### config.mk
export PLATFORM = sky130hd
export DESIGN_NAME = flit_packetizer_flat
export DESIGN_NICKNAME = d
export VERILOG_FILES = /design/src/rtl/flit_packetizer_pkg.sv /design/src/rtl/flit_packetizer_if.sv /design/src/rtl/flit_packetizer_vc_credit_counter.sv /design/src/rtl/flit_packetizer.sv /design/src/flat_wrapper.sv
export SDC_FILE = /design/constraint.sdc
export NUM_CORES = 1
export LEC_CHECK = 0
export CAP_MARGIN = 5
export CORE_ASPECT_RATIO = 1.25
export CORE_UTILIZATION = 53
export CTS_BUF_LIST = sky130_fd_sc_hd__clkbuf_4
export CTS_CLUSTER_DIAMETER = 40
export CTS_CLUSTER_SIZE = 14
export DETAILED_ROUTE_END_ITERATION = 8
export MAX_ROUTING_LAYER = met4
export PLACE_DENSITY = 0.88
export SLEW_MARGIN = 30
export SYNTH_ARGS = -nofsm -noshare
export SYNTH_HDL_FRONTEND = slang
export SYNTH_SLANG_ARGS = --single-unit
### constraint.sdc
create_clock -name clk -period 4 [get_ports clk]
set_clock_uncertainty 0.2 [all_clocks]
set_input_delay 0.8 -clock clk [delete_from_list [all_inputs] [get_ports clk]]
set_output_delay 0.8 -clock clk [all_outputs]
set_load 0.02 [all_outputs]
### src/rtl/flit_packetizer_pkg.sv
// Shared widths, flit type codes, head-flit field layout and FSM state type
// for the spidergon local-port flit packetizer.
package flit_packetizer_pkg;

    localparam int NUM_OF_NODES            = 8;
    localparam int DEST_NODE_WIDTH         = $clog2(NUM_OF_NODES);
    localparam int FLIT_DATA_WIDTH         = 16;
    localparam int NUM_OF_VIRTUAL_CHANNELS = 2;
    localparam int VC_WIDTH                = $clog2(NUM_OF_VIRTUAL_CHANNELS);
    localparam int VC_CREDITS              = 2;
    localparam int CREDIT_WIDTH            = $clog2(VC_CREDITS + 1);
    localparam int MAX_PAYLOAD_FLITS       = 4;
    localparam int LEN_WIDTH               = $clog2(MAX_PAYLOAD_FLITS + 1);
    localparam int HEAD_TAIL               = 2;
    localparam int FLIT_TOTAL_WIDTH        = HEAD_TAIL + VC_WIDTH + FLIT_DATA_WIDTH;

    localparam logic [HEAD_TAIL-1:0] HEAD_FLIT = 2'b01;
    localparam logic [HEAD_TAIL-1:0] BODY_FLIT = 2'b10;
    localparam logic [HEAD_TAIL-1:0] TAIL_FLIT = 2'b00;
    localparam logic [HEAD_TAIL-1:0] HEADER    = 2'b11;

    // Head payload: destination in the top bits, source just below, rest zero.
    localparam int HEAD_DEST_LSB = FLIT_DATA_WIDTH - DEST_NODE_WIDTH;
    localparam int HEAD_SRC_LSB  = HEAD_DEST_LSB - DEST_NODE_WIDTH;

    typedef enum logic [1:0] {
        IDLE   = 2'd0,
        VC_SEL = 2'd1,
        DATA   = 2'd2
    } state_t;

    function automatic logic [FLIT_DATA_WIDTH-1:0] head_payload(
        input logic [DEST_NODE_WIDTH-1:0] dest,
        input logic [DEST_NODE_WIDTH-1:0] src
    );
        return {dest, src, {HEAD_SRC_LSB{1'b0}}};
    endfunction

endpackage

### src/rtl/flit_packetizer_if.sv
// Message-in / flit-out / credit-return bundle of the packetizer.
// Handshakes: a message transfers on a cycle with pkt_valid & pkt_ready high;
// flit_out is consumed by the router whenever flit_valid is high (credit
// already guaranteed); each credit_return bit is a one-cycle pulse per freed slot.
interface flit_packetizer_if;
    import flit_packetizer_pkg::*;

    logic                                         pkt_valid;
    logic                                         pkt_ready;
    logic [DEST_NODE_WIDTH-1:0]                   pkt_dest;
    logic [LEN_WIDTH-1:0]                         pkt_len;
    logic [MAX_PAYLOAD_FLITS*FLIT_DATA_WIDTH-1:0] pkt_data;
    logic [FLIT_TOTAL_WIDTH-1:0]                  flit_out;
    logic                                         flit_valid;
    logic [NUM_OF_VIRTUAL_CHANNELS-1:0]           credit_return;
    logic                                         pkt_done;

    modport master (
        output pkt_valid, pkt_dest, pkt_len, pkt_data, credit_return,
        input  pkt_ready, flit_out, flit_valid, pkt_done
    );

    modport slave (
        input  pkt_valid, pkt_dest, pkt_len, pkt_data, credit_return,
        output pkt_ready, flit_out, flit_valid, pkt_done
    );

endinterface

### src/rtl/flit_packetizer_vc_credit_counter.sv
// Per-VC credit counter: decrements on a sent flit, increments on a returned
// slot, holds when both happen together, saturates at VC_CREDITS.
module vc_credit_counter
    import flit_packetizer_pkg::*;
(
    input  logic                    clk,
    input  logic                    reset,
    input  logic                    dec,
    input  logic                    inc,
    output logic [CREDIT_WIDTH-1:0] count,
    output logic                    has_credit
);

    localparam logic [CREDIT_WIDTH-1:0] FULL = CREDIT_WIDTH'(VC_CREDITS);

    always_ff @(posedge clk) begin
        if (reset) begin
            count <= FULL;
        end else if (dec && !inc) begin
            count <= count - CREDIT_WIDTH'(1);
        end else if (inc && !dec && count != FULL) begin
            count <= count + CREDIT_WIDTH'(1);
        end
    end

    assign has_credit = (count != '0);

`ifdef FORMAL
    always_ff @(posedge clk) begin
        if (!reset) begin
            assert (!(inc && !dec && count == FULL));
            assert (!(dec && count == '0));
        end
    end
`endif

endmodule

### src/rtl/flit_packetizer.sv
// Serialises one message into HEAD/BODY/TAIL (or a single HEADER) flit stream
// under per-VC credit flow control. `define VC_ROUND_ROBIN_EN for round-robin VC choice.
module flit_packetizer
    import flit_packetizer_pkg::*;
#(
    parameter int NODE_ID = 0
) (
    input  logic                                           clk,
    input  logic                                           reset,
    flit_packetizer_if.slave                               bus,
    output state_t                                         state_dbg,
    output logic [NUM_OF_VIRTUAL_CHANNELS*CREDIT_WIDTH-1:0] credit_dbg
);

    localparam int NV = NUM_OF_VIRTUAL_CHANNELS;
    localparam logic [DEST_NODE_WIDTH-1:0] SRC_ID = DEST_NODE_WIDTH'(NODE_ID);

    state_t                                       state_q, state_d;
    logic [DEST_NODE_WIDTH-1:0]                   dest_q;
    logic [LEN_WIDTH-1:0]                         len_q, len_clamped, idx_q;
    logic [MAX_PAYLOAD_FLITS*FLIT_DATA_WIDTH-1:0] data_q;
    logic [VC_WIDTH-1:0]                          vc_q, sel_vc, cur_vc;
    logic [NV-1:0]                                has_credit, dec;
    logic [CREDIT_WIDTH-1:0]                      credit [NV];
    logic                                         any_credit, last_word, accept;
    logic                                         send, pkt_ready_c, pkt_done_c;
    logic [HEAD_TAIL-1:0]                         flit_type;
    logic [FLIT_DATA_WIDTH-1:0]                   payload, word;
`ifdef VC_ROUND_ROBIN_EN
    logic [VC_WIDTH-1:0]                          rr_ptr_q;
`endif

    assign len_clamped = (bus.pkt_len > LEN_WIDTH'(MAX_PAYLOAD_FLITS))
                       ? LEN_WIDTH'(MAX_PAYLOAD_FLITS) : bus.pkt_len;
    assign accept    = bus.pkt_valid && pkt_ready_c;
    assign last_word = (idx_q == len_q - LEN_WIDTH'(1));
    assign word      = data_q[idx_q*FLIT_DATA_WIDTH +: FLIT_DATA_WIDTH];
    assign cur_vc    = (state_q == VC_SEL) ? sel_vc : vc_q;

    // VC choice only matters in VC_SEL; afterwards the packet stays on vc_q.
    always_comb begin
        sel_vc     = '0;
        any_credit = 1'b0;
`ifdef VC_ROUND_ROBIN_EN
        for (int i = 1; i <= NV; i++) begin
            int j;
            j = (int'(rr_ptr_q) + i) % NV;
            if (!any_credit && has_credit[VC_WIDTH'(j)]) begin
                any_credit = 1'b1;
                sel_vc     = VC_WIDTH'(j);
            end
        end
`else
        for (int i = NV - 1; i >= 0; i--) begin
            if (has_credit[VC_WIDTH'(i)]) begin
                any_credit = 1'b1;
                sel_vc     = VC_WIDTH'(i);
            end
        end
`endif
    end

    always_ff @(posedge clk) begin
        if (reset) state_q <= IDLE;
        else       state_q <= state_d;
    end

    always_comb begin
        state_d = state_q;
        case (state_q)
            IDLE:    if (bus.pkt_valid) state_d = VC_SEL;
            VC_SEL:  if (any_credit) state_d = (len_q == '0) ? IDLE : DATA;
            DATA:    if (has_credit[vc_q] && last_word) state_d = IDLE;
            default: state_d = IDLE;
        endcase
    end

    always_comb begin
        send        = 1'b0;
        pkt_ready_c = 1'b0;
        pkt_done_c  = 1'b0;
        flit_type   = TAIL_FLIT;
        payload     = '0;
        case (state_q)
            IDLE: pkt_ready_c = 1'b1;
            VC_SEL: begin
                send       = any_credit;
                flit_type  = (len_q == '0) ? HEADER : HEAD_FLIT;
                payload    = head_payload(dest_q, SRC_ID);
                pkt_done_c = any_credit && (len_q == '0);
            end
            DATA: begin
                send       = has_credit[vc_q];
                flit_type  = last_word ? TAIL_FLIT : BODY_FLIT;
                payload    = word;
                pkt_done_c = has_credit[vc_q] && last_word;
            end
            default: ;
        endcase
    end

    always_ff @(posedge clk) begin
        if (reset) begin
            dest_q   <= '0;
            len_q    <= '0;
            data_q   <= '0;
            vc_q     <= '0;
            idx_q    <= '0;
`ifdef VC_ROUND_ROBIN_EN
            rr_ptr_q <= VC_WIDTH'(NV - 1);
`endif
        end else begin
            if (accept) begin
                dest_q <= bus.pkt_dest;
                len_q  <= len_clamped;
                data_q <= bus.pkt_data;
            end
            if (state_q == VC_SEL && send) begin
                vc_q     <= sel_vc;
                idx_q    <= '0;
`ifdef VC_ROUND_ROBIN_EN
                rr_ptr_q <= sel_vc;
`endif
            end else if (state_q == DATA && send) begin
                idx_q <= idx_q + LEN_WIDTH'(1);
            end
        end
    end

    for (genvar v = 0; v < NV; v++) begin : g_vc
        assign dec[v] = send && (cur_vc == VC_WIDTH'(v));
        vc_credit_counter u_cnt (
            .clk        (clk),
            .reset      (reset),
            .dec        (dec[v]),
            .inc        (bus.credit_return[v]),
            .count      (credit[v]),
            .has_credit (has_credit[v])
        );
        assign credit_dbg[v*CREDIT_WIDTH +: CREDIT_WIDTH] = credit[v];
    end

    assign bus.pkt_ready  = pkt_ready_c;
    assign bus.flit_valid = send;
    assign bus.flit_out   = send ? {flit_type, cur_vc, payload} : '0;
    assign bus.pkt_done   = pkt_done_c;
    assign state_dbg      = state_q;

endmodule

### src/flat_wrapper.sv
// flat-port wrapper written by rule: the top's interface ports become plain ports
module flit_packetizer_flat import flit_packetizer_pkg::*;
#(
    parameter int NODE_ID = 0
)
  (clk, reset, state_dbg, credit_dbg, bus_pkt_valid, bus_pkt_dest, bus_pkt_len, bus_pkt_data, bus_credit_return, bus_pkt_ready, bus_flit_out, bus_flit_valid, bus_pkt_done);
  flit_packetizer_if bus_i ();
  input  logic clk;
  input  logic reset;
  output state_t state_dbg;
  output logic [NUM_OF_VIRTUAL_CHANNELS*CREDIT_WIDTH-1:0] credit_dbg;
  input wire logic [$bits(bus_i.pkt_valid)-1:0] bus_pkt_valid;
  input wire logic [$bits(bus_i.pkt_dest)-1:0] bus_pkt_dest;
  input wire logic [$bits(bus_i.pkt_len)-1:0] bus_pkt_len;
  input wire logic [$bits(bus_i.pkt_data)-1:0] bus_pkt_data;
  input wire logic [$bits(bus_i.credit_return)-1:0] bus_credit_return;
  output wire logic [$bits(bus_i.pkt_ready)-1:0] bus_pkt_ready;
  output wire logic [$bits(bus_i.flit_out)-1:0] bus_flit_out;
  output wire logic [$bits(bus_i.flit_valid)-1:0] bus_flit_valid;
  output wire logic [$bits(bus_i.pkt_done)-1:0] bus_pkt_done;
  assign bus_i.pkt_valid = bus_pkt_valid;
  assign bus_i.pkt_dest = bus_pkt_dest;
  assign bus_i.pkt_len = bus_pkt_len;
  assign bus_i.pkt_data = bus_pkt_data;
  assign bus_i.credit_return = bus_credit_return;
  assign bus_pkt_ready = bus_i.pkt_ready;
  assign bus_flit_out = bus_i.flit_out;
  assign bus_flit_valid = bus_i.flit_valid;
  assign bus_pkt_done = bus_i.pkt_done;
  flit_packetizer #(.NODE_ID(NODE_ID)) u_core (.clk(clk), .reset(reset), .bus(bus_i), .state_dbg(state_dbg), .credit_dbg(credit_dbg));
endmodule
==> reports/metrics.yaml, run 1 <==
run_status:
  status: "completed"
global_route:
  grt_pass1_vias: 2985
  grt.overflow.total: 0
  grt_pass1_wl_um: 13300
  grt_max_degree: 71
  antenna_found_initial: 0
  global_route.usage.total_pct: 25.3
worst_setup_path:
  endpoint_kind: "output port"
  critPathLaunch: "u_core.len_q[0]"
  cpMaxStageDelayCell: "clkdlybuf4s50_1"
  critical_path.max_fanout: 3
  cp-start-kind: "register"
  reg2regPathDepth: 7
  crit_chain: "inv_1 -> ha_1 -> ha_1 -> xnor2_1 -> nor3_1 -> nand2_1 -> a21boi_0 -> clkdlybuf4s50_1"
  cp_common_cell: "ha_1"
  cp_slowest_stage_delay_ns: 0.63
  arrival_ns: 2.81
  path_class: "reg2out"
  r2r-end: "u_core.state_dbg[0]"
  r2r_setup_slack_ns: 1.85
  critPathRequiredTime_ns: 3.00
  r2r_start: "u_core.len_q[0]"
min_path:
  holdPathEnd: "u_core.data_q[15]"
  hold_path_class: "reg2reg"
  hold_start: "u_core.data_q[15]"
  min_path_cells: 2
synth:
  synthTopCellsByArea: "dfxtp_1 (44%), nand2_1 (15%), a21oi_1 (10%), mux4_2 (8.2%), clkbuf_1 (2.6%)"
  netlist_area_mm2: 0.00358
  synth_seq_cells: 79
  synth_top_flop_cell: "dfxtp_1"
  synth_top_area_share_pct: 44.1
  synth_area_per_cell_um2: 8.58
  synth_warnings: 0
  yosysSeqAreaShare_pct: 44.1
  yosysUniqueCellTypes: 39
  synth_cells: 418
  netlist.top_cell.by_area: "dfxtp_1"
  synth_edf_count: 0
  async_flop_share_pct: 0
  synth_nets: 500
placed_design:
  numPortBuffers: 101
  place_congestion: 0.814
  dp_slack_ns: 0.729
  dp_cells: 579
  dp_hpwl_um: 5880
sta:
  tightest_slew_ns: 0.882
  final.setup.tns_ns: 0
  min_period_ns: 3.81
  slew_headroom_pct: 41.2
  fin_ws_ns: 0.187
  finalHoldViolCount: 0
  post-route-period-util_pct: 95.3
  final-max-slew-violation-count: 0
  fmax_mhz: 262
  setup_viol: 0
  rsz0062_at_grt: "no"
power:
  clock_power_share_pct: 28.1
  share_comb_of_total_power_pct: 18.0
  switchingPower_uw: 438
  power_density_mw_per_mm2: 339
  p_leak_nw: 1.73
  p_sw_share_pct: 27.2
  p_int_mw: 1.17
  total_power_mw: 1.61
  vdd_drop_max_v: 0.000318
  p_seq_share_pct: 53.9
finish:
  final_common_cell: "nand2_1"
  final_util_pct: 72.3
  synthToLayoutAreaGrowth_pct: 32.4
  antenna_cells: 0
  nNetsFinal: 585
  final_cell_mix: "nand2_1 (141), clkdlybuf4s50_1 (100), dfxtp_1 (79), a21oi_1 (72)"
  n_fill_cell: 487
  layout-drive-gt1-share_pct: 8.46
  fin_cells: 595
detailed_routing:
  remaining_drc_errors: 0
  via_count: 3144
  vias_per_cell: 5.28
  detail-route-antenna-nets: 0
  firstDrtPassIters: 5
  wirelength_um: 8390
  drt_iter0_drc: 188
  post_drt_wl_per_cell_um: 14.1
cts:
  cts_root_buf: "clkbuf_4"
  cts_tree: "yes"
  cts_buffers: 9
  clock_sinks: 79
  postCtsSetupBuffers: 0
  cts_hold_buf: 0
  htree_num_levels: 3
  clock_latency_ns: 0.40
  clockBufferDepth: 2
  clk_pin_slew_ns: 0.12
  cts_resized: 0
die:
  start_util_pct: 54.6
  coreArea_mm2: 0.00657
  die_w_um: 75.6
  row_count: 33
  num_io_pins: 103
  dieArea_mm2: 0.00710
  fp.dieH_um: 94.0
flow_run:
  drv_cap: 0
-- cell usage after synthesis (2+ instances only) --
cell type	number
nand2b_1	2
buf_4	2
and2_1	14
mux2i_1	2
o21ai_1	2
buf_2	2
dfxtp_1	79
xnor2_1	4
nor2_2	2
o21ai_0	2
nand3b_1	2
a22o_1	3
mux4_2	13
ha_1	7
buf_6	2
mux4_1	3
nor3_1	6
nor2_1	4
nand2_1	142
a211o_1	2
a21oi_1	72
xnor2_2	2
clkbuf_1	25
nor3b_1	2
inv_1	8
-- worst max-delay path, delay by kind of cell (launching register included) --
family / cells / cell delay (ns)
compound gates: 1 / 0.18
fa+ha+maj: 2 / 0.56
xor+xnor: 1 / 0.19
flops: 1 / 0.42
buf+inv: 2 / 0.70
simple gates: 2 / 0.39
-- cell type report --
class                           count  area, um^2  area share, %
Multi-Input combinational cell    299        1840           38.7
Sequential cell                    79        1580           33.3
Inverter                            8        30.0          0.633
Timing Repair Buffer              106        1060           22.3
Clock buffer                        9        67.6           1.42
Clock inverter                      7        63.8           1.34
Tap cell                           87         109           2.29
-- how the worst max path moves through the flow --
stage / cells past startpoint / to / slack (ns)
after floorplan: 7 / bus_pkt_done / 1.20
after global placement: 7 / bus_flit_out[9] / 0.78
after detailed placement: 8 / bus_pkt_done / 0.73
after CTS: 8 / bus_pkt_done / 0.21
after global routing: 8 / bus_pkt_done / 0.09
final: 8 / bus_pkt_done / 0.19
-- layer usage --
metal / track usage [%] / up-vias / share of wire (%)
met5: - / - / 0
met4: 9.26 / 0 / 2.0
met3: 4.29 / 17 / 4.9
met2: 42.6 / 106 / 52
met1: 30.0 / 1455 / 42
li1: - / 1566 / -
-- per-stage QoR --
| stage | area [um^2] | hold slack [ns] |
|---|---|---|
| after global placement | 4610 | 0.239 |
| after floorplan | 3580 | 0.232 |
| after CTS | 4740 | 0.261 |
| final | 4740 | 0.259 |
| after detailed placement | 4610 | 0.245 |
| after global routing | 4740 | 0.278 |
-- power by group through the flow --
stage          clock, mW  combinational [mW]  sequential (mW)
5_1_grt            0.496               0.319            0.874
6_report           0.452               0.290            0.869
3_5_place_dp           0               0.289            0.886
2_1_floorplan          0               0.163            0.884
4_1_cts            0.460               0.291            0.868
3_3_place_gp           0               0.280            0.883
-- state kept, by name, summed over array words and instances (netlist names) --
name                     count
u_core.len_q                 3
u_core.state_dbg             2
u_core.g_vc.u_cnt.count      4
u_core.data_q               64
u_core.idx_q                 3
u_core.dest_q                3
-- logic make-up (layout without fill, tap and decap cells) --
group           after synthesis  in the layout  synth area share, %
compound gates               88             88                 14.5
buf+inv                      40            130                 4.89
simple gates                178            178                 20.9
other cells                   1              1                0.105
xor+xnor                      7              7                 2.13
flops                        79             79                 44.1
mux                          18             18                 10.9
fa+ha+maj                     7              7                 2.44
(Power assumes the default switching activity.)
==> inputs of run 2 (changes only) <==
Settings changed: CORE_MARGIN from default to 3.
==> run 2 against run 1 <==
Against the previous run: count of clock-buffer cells in the layout is the same; via count shrank 0.67%; setup slack gained 0.15 ns; flip-flop and latch count is the same; wire length grew 2.1%; sequential power is essentially flat; sequential share of layout area shrank 0.30 points; core utilization grew 2.9 points; power grew 6.7%; first-iteration DRC count shrank 29%; final cell count shrank 0.17%.
==> reports/metrics.yaml, run 2 (synthesis results as in run 1) <==
run_status:
  status: "completed"
cts:
  cts_tree: "yes"
  clock_latency_ns: 0.41
  cts_root_buf: "clkbuf_4"
  clock_sinks: 79
  clk_pin_slew_ns: 0.11
  clockBufferDepth: 2
  cts_hold_buf: 0
  cts_buffers: 9
  htree_num_levels: 3
die:
  dieArea_mm2: 0.00779
  num_io_pins: 103
  fp.dieH_um: 98.0
  coreArea_mm2: 0.00637
  die_w_um: 79.6
  row_count: 32
  start_util_pct: 56.3
finish:
  fin_cells: 594
  multi_input_area_mm2: 0.00184
  antenna_cells: 0
  final_cell_mix: "nand2_1 (141), clkdlybuf4s50_1 (100), dfxtp_1 (79), a21oi_1 (72)"
  reg_top3: "u_core.data_q: 64 flops, u_core.g_vc.u_cnt.count: 4 flops"
  final_util_pct: 75.2
  final_common_cell: "nand2_1"
  n_fill_cell: 487
  largest_register_ffs: 64
  regMostFlops: "u_core.data_q"
  synthToLayoutAreaGrowth_pct: 33.5
  layout-drive-gt1-share_pct: 8.84
  ff_latch_area_mm2: 0.00158
  nNetsFinal: 588
global_route:
  grt_pass1_vias: 3137
  grt_pass1_wl_um: 14000
  antenna_found_initial: 0
  global_route.usage.total_pct: 23.3
  grt.overflow.total: 0
  grt_max_degree: 50
min_path:
  hold_start: "u_core.data_q[16]"
  hold_path_class: "reg2reg"
worst_setup_path:
  cp-start-kind: "register"
  endpoint_kind: "output port"
  crit_chain: "inv_1 -> ha_1 -> o311ai_4 -> nor2_4 -> and2_1 -> clkdlybuf4s50_1"
  r2r_start: "u_core.state_dbg[0]"
  cpMaxStageDelayCell: "clkdlybuf4s50_1"
  arrival_ns: 2.67
  cp_slowest_stage_delay_ns: 0.61
  critPathLaunch: "u_core.state_dbg[0]"
  path_class: "reg2out"
  critical_path_buf_inv_count: 2
  critPathRequiredTime_ns: 3.00
  cp_top_family: "buffers and inverters"
  critical_path.max_fanout: 16
power:
  p_seq_share_pct: 50.6
  p_leak_nw: 1.76
  p_int_mw: 1.30
  p_sw_share_pct: 24.6
  vdd_drop_max_v: 0.000223
  power_density_mw_per_mm2: 359
  share_comb_of_total_power_pct: 17.0
  clock_power_share_pct: 32.5
  switchingPower_uw: 422
detailed_routing:
  vias_per_cell: 5.26
  via_count: 3123
  drt_iter0_drc: 133
  remaining_drc_errors: 0
  wirelength_um: 8570
  firstDrtPassIters: 4
  detail-route-antenna-nets: 0
  post_drt_wl_per_cell_um: 14.4
sta:
  tightest_slew_ns: 0.891
  setup_viol: 0
  finalHoldViolCount: 0
  post-route-period-util_pct: 91.7
  fmax_mhz: 273
  slew_headroom_pct: 40.6
  min_period_ns: 3.67
  final.setup.tns_ns: 0
  final-max-slew-violation-count: 0
  rsz0062_at_grt: "no"
placed_design:
  dp_hpwl_um: 6260
  numPortBuffers: 101
  place_congestion: 0.816
  dp_cells: 580
flow_run:
  drv_cap: 0
==> run 2: metal layers <==
metal,share of wire (%),vias to the layer above,wire length (um),track usage [%]
met5,0,-,0,-
met4,1.5,0,131,7.14
met3,5.8,12,501,5.81
met2,52,101,4460,39.3
met1,41,1439,3470,26.9
li1,-,1571,-,-
==> run 2: worst min-delay path: cells and delay by family, from the launching register on <==
family          cells  cell delay [ns]
compound gates      1             0.05
simple gates        1             0.05
flops               1             0.32
==> run 2: final timing paths <==
check	to	slack, ns	cells past startpoint
min reg2reg	u_core.data_q[16]	0.26	2
max reg2reg	u_core.data_q[52]	1.78	6
min	u_core.data_q[16]	0.26	2
max	bus_flit_out[3]	0.33	6
==> run 2: power groups by stage <==
| stage | logic, mW | clock network [mW] | registers [mW] |
|---|---|---|---|
| after floorplan | 0.163 | 0 | 0.884 |
| after global placement | 0.283 | 0 | 0.883 |
| after detailed placement | 0.292 | 0 | 0.886 |
| after CTS | 0.294 | 0.567 | 0.868 |
| after global routing | 0.322 | 0.603 | 0.875 |
| final | 0.292 | 0.558 | 0.869 |
==> run 2: metrics by stage <==
stage	hold WS, ns	setup slack [ns]	power (mW)	instance area (um^2)
2_1_floorplan	0.232	1.20	1.05	3580
3_3_place_gp	0.239	0.605	1.17	4620
3_5_place_dp	0.243	0.488	1.18	4620
4_1_cts	0.258	0.0229	1.73	4780
5_1_grt	0.277	0.147	1.80	4790
6_report	0.259	0.333	1.72	4790
==> run 2: what timing repair did <==
| item | CTS | global route |
|---|---|---|
| endpoints found under the setup margin | 0 | 16 |
| gates resized for setup | 0 | 1 |
| buffers inserted | 0 | 0 |
==> run 2: cell type report <==
cell class	instances	area share, %
Clock buffer	9	1.41
Clock inverter	5	2.06
Inverter	8	0.627
Multi-Input combinational cell	299	38.4
Sequential cell	79	33.0
Tap cell	85	2.22
Timing Repair Buffer	109	22.3
